--- src/rtl/mem_stage.sv ---
// mem_stage: RV32I memory-access stage with the MEM/WB pipeline register.
// Issues byte/half/word loads and stores over a valid/ready port. Stalls
// upstream stages while an access is outstanding. Misaligned accesses and
// timed-out accesses are reported through ExcW/ExcCauseW and never retire.
module mem_stage #(
    parameter int TIMEOUT_CYCLES = 255
) (
    input  logic        clk,
    input  logic        rst,
    input  logic [31:0] AluoutM,
    input  logic [31:0] Mem_dataM,
    input  logic [4:0]  rdM,
    input  logic        RegWriteM,
    input  logic        ResultSrcM,
    input  logic        MemWriteM,
    input  logic [2:0]  funct3M,
    output logic        dmem_req,
    output logic        dmem_we,
    output logic [31:0] dmem_addr,
    output logic [31:0] dmem_wdata,
    output logic [3:0]  dmem_wstrb,
    input  logic        dmem_ready,
    input  logic [31:0] dmem_rdata,
    output logic        StallM,
    output logic [31:0] AluoutW,
    output logic [31:0] ReadDataW,
    output logic [4:0]  rdW,
    output logic        RegWriteW,
    output logic        ResultSrcW,
    output logic        ExcW,
    output logic [1:0]  ExcCauseW
);

    typedef enum logic {IDLE = 1'b0, WAIT = 1'b1} state_t;

    // Last counter value of WAIT; the access is still live on this cycle.
    localparam logic [15:0] LIMIT = 16'(TIMEOUT_CYCLES - 1);

    state_t      state, next_state;
    logic [15:0] cnt;
    logic        mem_op, is_load, aligned;
    logic        done, timeout, misal;
    logic [3:0]  lane_strb;
    logic [7:0]  byte_sel;
    logic [15:0] half_sel;
    logic [31:0] load_ext;
    logic        sx;

    // A store wins when both load and store bits are set.
    assign mem_op  = ResultSrcM | MemWriteM;
    assign is_load = ResultSrcM & ~MemWriteM;
    assign aligned = (funct3M[1:0] == 2'b00) ||
                     (funct3M[1:0] == 2'b01 && !AluoutM[0]) ||
                     (funct3M[1]   == 1'b1  && AluoutM[1:0] == 2'b00);

    assign dmem_addr  = {AluoutM[31:2], 2'b00};
    assign dmem_we    = dmem_req & MemWriteM;
    assign dmem_wstrb = MemWriteM ? lane_strb : 4'b0000;

    // Replicate store data across lanes and pick the byte enables for the size.
    always_comb begin
        dmem_wdata = Mem_dataM;
        lane_strb  = 4'b1111;
        case (funct3M[1:0])
            2'b00: begin
                dmem_wdata = {4{Mem_dataM[7:0]}};
                lane_strb  = 4'b0001 << AluoutM[1:0];
            end
            2'b01: begin
                dmem_wdata = {2{Mem_dataM[15:0]}};
                lane_strb  = 4'b0011 << {AluoutM[1], 1'b0};
            end
            default: ;
        endcase
    end

    // Pick the addressed byte/half from the returned word and extend it.
    always_comb begin
        sx = ~funct3M[2];
        case (AluoutM[1:0])
            2'b00:   byte_sel = dmem_rdata[7:0];
            2'b01:   byte_sel = dmem_rdata[15:8];
            2'b10:   byte_sel = dmem_rdata[23:16];
            default: byte_sel = dmem_rdata[31:24];
        endcase
        half_sel = AluoutM[1] ? dmem_rdata[31:16] : dmem_rdata[15:0];
        case (funct3M[1:0])
            2'b00:   load_ext = {{24{sx & byte_sel[7]}}, byte_sel};
            2'b01:   load_ext = {{16{sx & half_sel[15]}}, half_sel};
            default: load_ext = dmem_rdata;
        endcase
    end

    // Handshake FSM: request, stall and completion/timeout decisions.
    always_comb begin
        next_state = state;
        dmem_req   = 1'b0;
        StallM     = 1'b0;
        done       = 1'b0;
        timeout    = 1'b0;
        misal      = 1'b0;
        case (state)
            IDLE: begin
                if (mem_op && aligned) begin
                    dmem_req = 1'b1;
                    if (dmem_ready) begin
                        done = 1'b1;
                    end else begin
                        StallM     = 1'b1;
                        next_state = WAIT;
                    end
                end else if (mem_op) begin
                    misal = 1'b1;
                end
            end
            WAIT: begin
                // Ready on the limit cycle still completes the access.
                dmem_req = 1'b1;
                if (dmem_ready) begin
                    done       = 1'b1;
                    next_state = IDLE;
                end else if (cnt == LIMIT) begin
                    timeout    = 1'b1;
                    next_state = IDLE;
                end else begin
                    StallM = 1'b1;
                end
            end
            default: next_state = IDLE;
        endcase
        if (rst) begin
            next_state = IDLE;
            dmem_req   = 1'b0;
            StallM     = 1'b0;
            done       = 1'b0;
            timeout    = 1'b0;
            misal      = 1'b0;
        end
    end

    // State register.
    always_ff @(posedge clk) begin
        if (rst) state <= IDLE;
        else     state <= next_state;
    end

    // Wait-cycle counter: held at zero in IDLE so WAIT always starts from 0.
    always_ff @(posedge clk) begin
        if (rst || state == IDLE) cnt <= 16'd0;
        else                      cnt <= cnt + 16'd1;
    end

    // MEM/WB register: bubble while stalled, exceptions suppress the write.
    always_ff @(posedge clk) begin
        if (rst || StallM) begin
            AluoutW    <= 32'd0;
            ReadDataW  <= 32'd0;
            rdW        <= 5'd0;
            RegWriteW  <= 1'b0;
            ResultSrcW <= 1'b0;
            ExcW       <= 1'b0;
            ExcCauseW  <= 2'b00;
        end else begin
            AluoutW    <= AluoutM;
            ReadDataW  <= (done && is_load) ? load_ext : 32'd0;
            rdW        <= rdM;
            RegWriteW  <= RegWriteM & ~(misal | timeout);
            ResultSrcW <= ResultSrcM;
            ExcW       <= misal | timeout;
            ExcCauseW  <= {timeout, misal};
        end
    end

endmodule

--- config.mk ---
export PLATFORM = sky130hd
export DESIGN_NAME = mem_stage
export DESIGN_NICKNAME = d
export VERILOG_FILES = /design/src/rtl/mem_stage.sv
export SDC_FILE = /design/constraint.sdc
export NUM_CORES = 1
export LEC_CHECK = 0
export CAP_MARGIN = 20
export CORE_AREA = 5 5 96 98
export CTS_CLUSTER_SIZE = 20
export DETAILED_ROUTE_END_ITERATION = 16
export DIE_AREA = 0 0 101 103
export DONT_BUFFER_PORTS = 1
export GPL_TIMING_DRIVEN = 0
export MAX_ROUTING_LAYER = met4
export PLACE_DENSITY = 0.66
export SYNTH_ARGS = -nofsm -noshare
export SYNTH_HDL_FRONTEND = slang
export SYNTH_SLANG_ARGS = --single-unit
--- constraint.sdc ---
create_clock -name clk -period 4.8 [get_ports clk]
set_input_delay 1.2 -clock clk [delete_from_list [all_inputs] [get_ports clk]]
set_output_delay 1.2 -clock clk [all_outputs]
set_load 0.02 [all_outputs]
Word level (Yosys, flattened, before mapping) --
Cells that the tools add are included.
Operators by class: $add $sub $neg 1, eq/ne operators 4, shift operators 2, mux-type cells 27, bitwise operators 12, reduce and logical (&&, ||, !) cells 12
Operators by type and width (number):
- case mux 32 bit (2 select lines) | 2
- case mux 8 bit (3 select lines) | 1
- 2-to-1 mux 1 bit | 18
- adder 16 x 1 -> 16 bit, second input constant | 1
- equality test 16 x 8 -> 1 bit, second input constant | 1
- 2-to-1 mux 16 bit | 1
- case mux 4 bit (2 select lines) | 1
- case mux 1 bit (2 select lines) | 3
- bitwise AND 1 bit | 5
- NOT 1 bit | 5
- equality test 2 x 1 -> 1 bit, second input constant | 2
- logical AND 1 bit | 4
- logical NOT 2 bit | 2
- logical OR 1 bit | 4
- 2-to-1 mux 4 bit | 1
- << shifter 1 x 2 -> 4 bit, first input constant | 1
- << shifter 2 x 2 -> 4 bit, first input constant | 1
- equality test 2 bit, second input constant | 1
- OR 1 bit | 2
- OR reduction 2 bit | 1
- logical NOT 1 bit | 1
Storage, ports and cells: bits in registers 91, output and inout bits 145

Depth between registers and ports, before layout --
depth in word-level cells 11, depth in mapped cells 8, mapped depth without buffers 6

Worst setup path after synthesis --
Ideal clock, no wire load.
path type input port to output port, start point input MemWriteM, end point output StallM, arrival 2.415 ns, path slack 1.185 ns, stages on the path 4, path buffers 1, path through buf_1 nor3_1 nor3_1 and3_1
Between the ends: word-level cells in the longest chain between the ends 5
RTL lines:
- start, declared | RTL line 15 | input logic MemWriteM,
- OR 1 bit | RTL line 50 | assign mem_op = ResultSrcM | MemWriteM;
- logical AND 1 bit | RTL line 104 | if (mem_op && aligned) begin
- 2-to-1 mux 1 bit | RTL line 104
- case mux 1 bit (2 select lines) | RTL line 102 | case (state)
- 2-to-1 mux 1 bit | RTL line 131 | if (rst) begin
- end, declared | RTL line 24 | output logic StallM,
Every way passes these cells.

Final worst setup path --
start point input funct3M[1], end point output dmem_wdata[31]
Between the ends: word-level cells in the longest chain between the ends 2, elaborated cells on any way between the ends 3, those cells by class 1 x eq/ne; 1 x mux; 1 x reduce/logical
RTL lines:
- start, declared | RTL line 16 | input logic [2:0] funct3M,
- equality test 2 x 1 -> 1 bit or logical NOT 2 bit (tied branches) | RTL line 64 | case (funct3M[1:0])
- case mux 32 bit (2 select lines) (*) | RTL line 64
- end, declared | RTL line 20 | output logic [31:0] dmem_wdata,
Every way passes the cells marked *; elsewhere a longest branch is shown, timed or not.

==> flow_metrics.py <==
metrics = {
    "status": {
        "status": "complete, no violations",
    },
    "grt": {
        "antenna_found_initial": 0,
        "overflow": 0,
        "grt_pass1_wl_um": 17200,
        "grtUsageTotal_pct": 21.9,
        "grt_max_degree": 17,
        "grt_pass1_vias": 3185,
    },
    "sta": {
        "rsz0062_at_grt": "false",
        "worstMarginPinSlew_ns": 0.934,
        "fmax_mhz": 243,
        "fin_crit_ns": 4.12,
        "slew_viol_final": 0,
        "tns_ns": 0,
        "finalHoldViolations": 0,
        "fin_skew_ns": 0.0158,
        "finalCritPeriodShare_pct": 85.7,
        "slew_headroom_pct": 37.2,
        "setup-violations-final": 0,
    },
    "detailed_routing": {
        "drc": 0,
        "wl_um": 11700,
        "wl_per_cell_um": 20.3,
        "num_vias": 3231,
        "vias_per_cell": 5.63,
        "first_pass_iters": 4,
        "drtIter0Drc": 200,
        "drtAntennaViolNets": 0,
    },
    "yosys": {
        "ys_top_cells_by_area": "dfxtp_1, buf_4, and2_1, mux2_2, a21oi_1",
        "synthArstFlopShare_pct": 0,
        "yosys.area.top_type": "dfxtp_1",
        "synth_cell_type_count": 44,
        "synth_flop_cell": "dfxtp_1",
        "synth-edff-count": 0,
        "synth_cells": 449,
        "synth_seq_cells": 91,
        "yosysSeqAreaShare_pct": 45.0,
        "mappedNetlistArea_um2": 4050,
        "ys_warn_count": 0,
        "synth_top_cell_area_share_pct": 45.0,
        "syn_avg_cell_area_um2": 9.02,
    },
    "place": {
        "dpl-instance-area_um2": 4190,
        "place.detailed.hpwl_um": 9360,
        "place.port_buffers": 0,
        "place_congestion": 0.903,
    },
    "power_and_ir_drop": {
        "combPwrFrac_pct": 13.1,
        "p_sw_share_pct": 27.7,
        "switchingPower_mw": 0.444,
        "seqPwrFrac_pct": 51.2,
        "p_leak_nw": 1.71,
        "powerDensity_nw_per_um2": 364,
        "clockPowerShare_pct": 35.7,
        "ir_worst_vdd_uv": 168,
        "internal_power_mw": 1.16,
    },
    "critical_path": {
        "worstReg2RegStart": "cnt[0]",
        "worst-setup-path-type": "input port to output pin",
        "cp-start-kind": "input port",
        "slowest_delay_ns": 0.52,
        "crit_slowest_cell": "buf_1",
        "cp_cell_sequence": "clkbuf_1 > buf_1 > clkbuf_1 > o21ai_0",
        "required_ns": 3.60,
        "worstSetupStartpoint": "funct3M[1]",
        "critical_path.endpoint_type": "output pin",
        "crit_arrival_ns": 2.92,
        "worstPathMaxFanout": 10,
        "r2r_slack_ns": 2.76,
        "crit_top_cell": "clkbuf_1",
    },
    "finish": {
        "multi_input_area_um2": 1790,
        "fin_nets": 573,
        "fillCellCount": 776,
        "final_common_cell": "dfxtp_1",
        "antenna_cells": 0,
        "seq_area_um2": 1820,
        "mostFrequentLayoutCells": "dfxtp_1, and2_1, buf_4",
        "area_delta_synth_final_pct": 8.93,
        "post-route-cell-area_um2": 4410,
        "drive_above_1_share_pct": 18.7,
    },
    "run": {
        "drv_cap": 0,
    },
    "worst_hold_path": {
        "hold_path_class": "flop to flop",
        "min_from": "cnt[0]",
    },
    "floorplan": {
        "die-area_um2": 10400,
        "fp-row-count": 34,
        "fp.dieW_um": 101,
        "core-area_um2": 8380,
        "io_pins": 255,
        "die_h_um": 103,
        "start_util_pct": 48.3,
    },
    "clocking": {
        "cts_setup_buffers": 0,
        "cts_resized": 0,
        "cts_buffers": 9,
        "clk_latency_ns": 0.36,
        "hold_buffers": 0,
        "h-tree-depth": 3,
        "cts_tree": "done",
        "cts_root_buf": "clkbuf_8",
        "clk_pin_slew_ns": 0.09,
        "cts.path.max_buffers": 2,
        "cts_sinks": 91,
    },
}
## power by group through the flow
stage	Combinational, mW	Clock [mW]	Sequential (mW)
2_1_floorplan	0.180	0	0.835
3_3_place_gp	0.208	0	0.840
3_5_place_dp	0.211	0	0.840
4_1_cts	0.211	0.588	0.822
5_1_grt	0.228	0.623	0.824
6_report	0.210	0.573	0.821
## per-layer routing
layer	GRT usage (%)	routed length, µm	vias to the layer above
met5	-	0	-
met4	7.77	225	0
met3	6.63	1340	20
met2	37.3	5870	219
met1	24.4	4250	1476
li1	-	-	1516
## synthesized netlist by cell type (all sizes together) (2+ instances only)
cell type and n:
a21oi 39, a22o 2, a22oi 7, a2bb2oi 5, and2 41, buf 48, clkbuf 20, dfxtp 91
ha 2, inv 7, mux2 19, mux2i 11, nand2 38, nand2b 2, nand3 3, nand4 7
nor2 29, nor2b 9, nor3 9, nor4 7, nor4bb 3, o21a 2, o21ai 12, o221a 5
o22ai 4, or3 3, xnor2 10, xor2 2
## path summary, 6_finish.rpt
kind,endpoint,depth (start not counted)
worst min-delay path,cnt[0],1
worst max-delay path,dmem_wdata[31],4
worst max register to register,AluoutW[24],8
worst min register to register,cnt[0],1
## state kept, by name, summed over array words and instances (netlist names)
signal,flops
RegWriteW,1
state,1
cnt,16
ResultSrcW,1
ReadDataW,32
ExcCauseW,2
ExcW,1
AluoutW,32
rdW,5
## final cells by class
class | instances | area share (%)
flip-flops and latches | 91 | 41.3
multi-input cells | 284 | 40.7
plain buffers | 68 | 9.36
well taps | 108 | 3.06
clock buffers | 10 | 2.89
clock inverters | 6 | 2.15
inverters | 7 | 0.595
## stage by stage
step                      instances  setup slack (ns)  power [mW]  hold slack (ns)  util [%]
final                           574             0.685        1.61            0.486      52.7
after floorplan                 450              1.19        1.02            0.441         -
after detailed placement        558             0.677        1.05            0.473      50.0
after CTS                       574             0.667        1.62            0.493      52.7
after global placement          558             0.720        1.05            0.457      50.0
after global routing            574             0.541        1.67            0.540      52.7
## worst max-delay path: cells and delay by family
kind,cells,cell delay [ns]
AOI/OAI and AO/OA,1,0.42
buffers and inverters,3,1.30
## logic make-up (layout without fill, tap and decap cells)
group,count (synthesis),in the layout,synth area share (%)
compound gates,83,83,13.1
xor+xnor,12,12,2.59
fa+ha+maj,2,2,0.618
buf+inv,75,91,10.8
flops,91,91,45.0
mux,30,30,8.00
other cells,1,2,0.0926
simple gates,155,155,19.8
(Power assumes the default switching activity.)
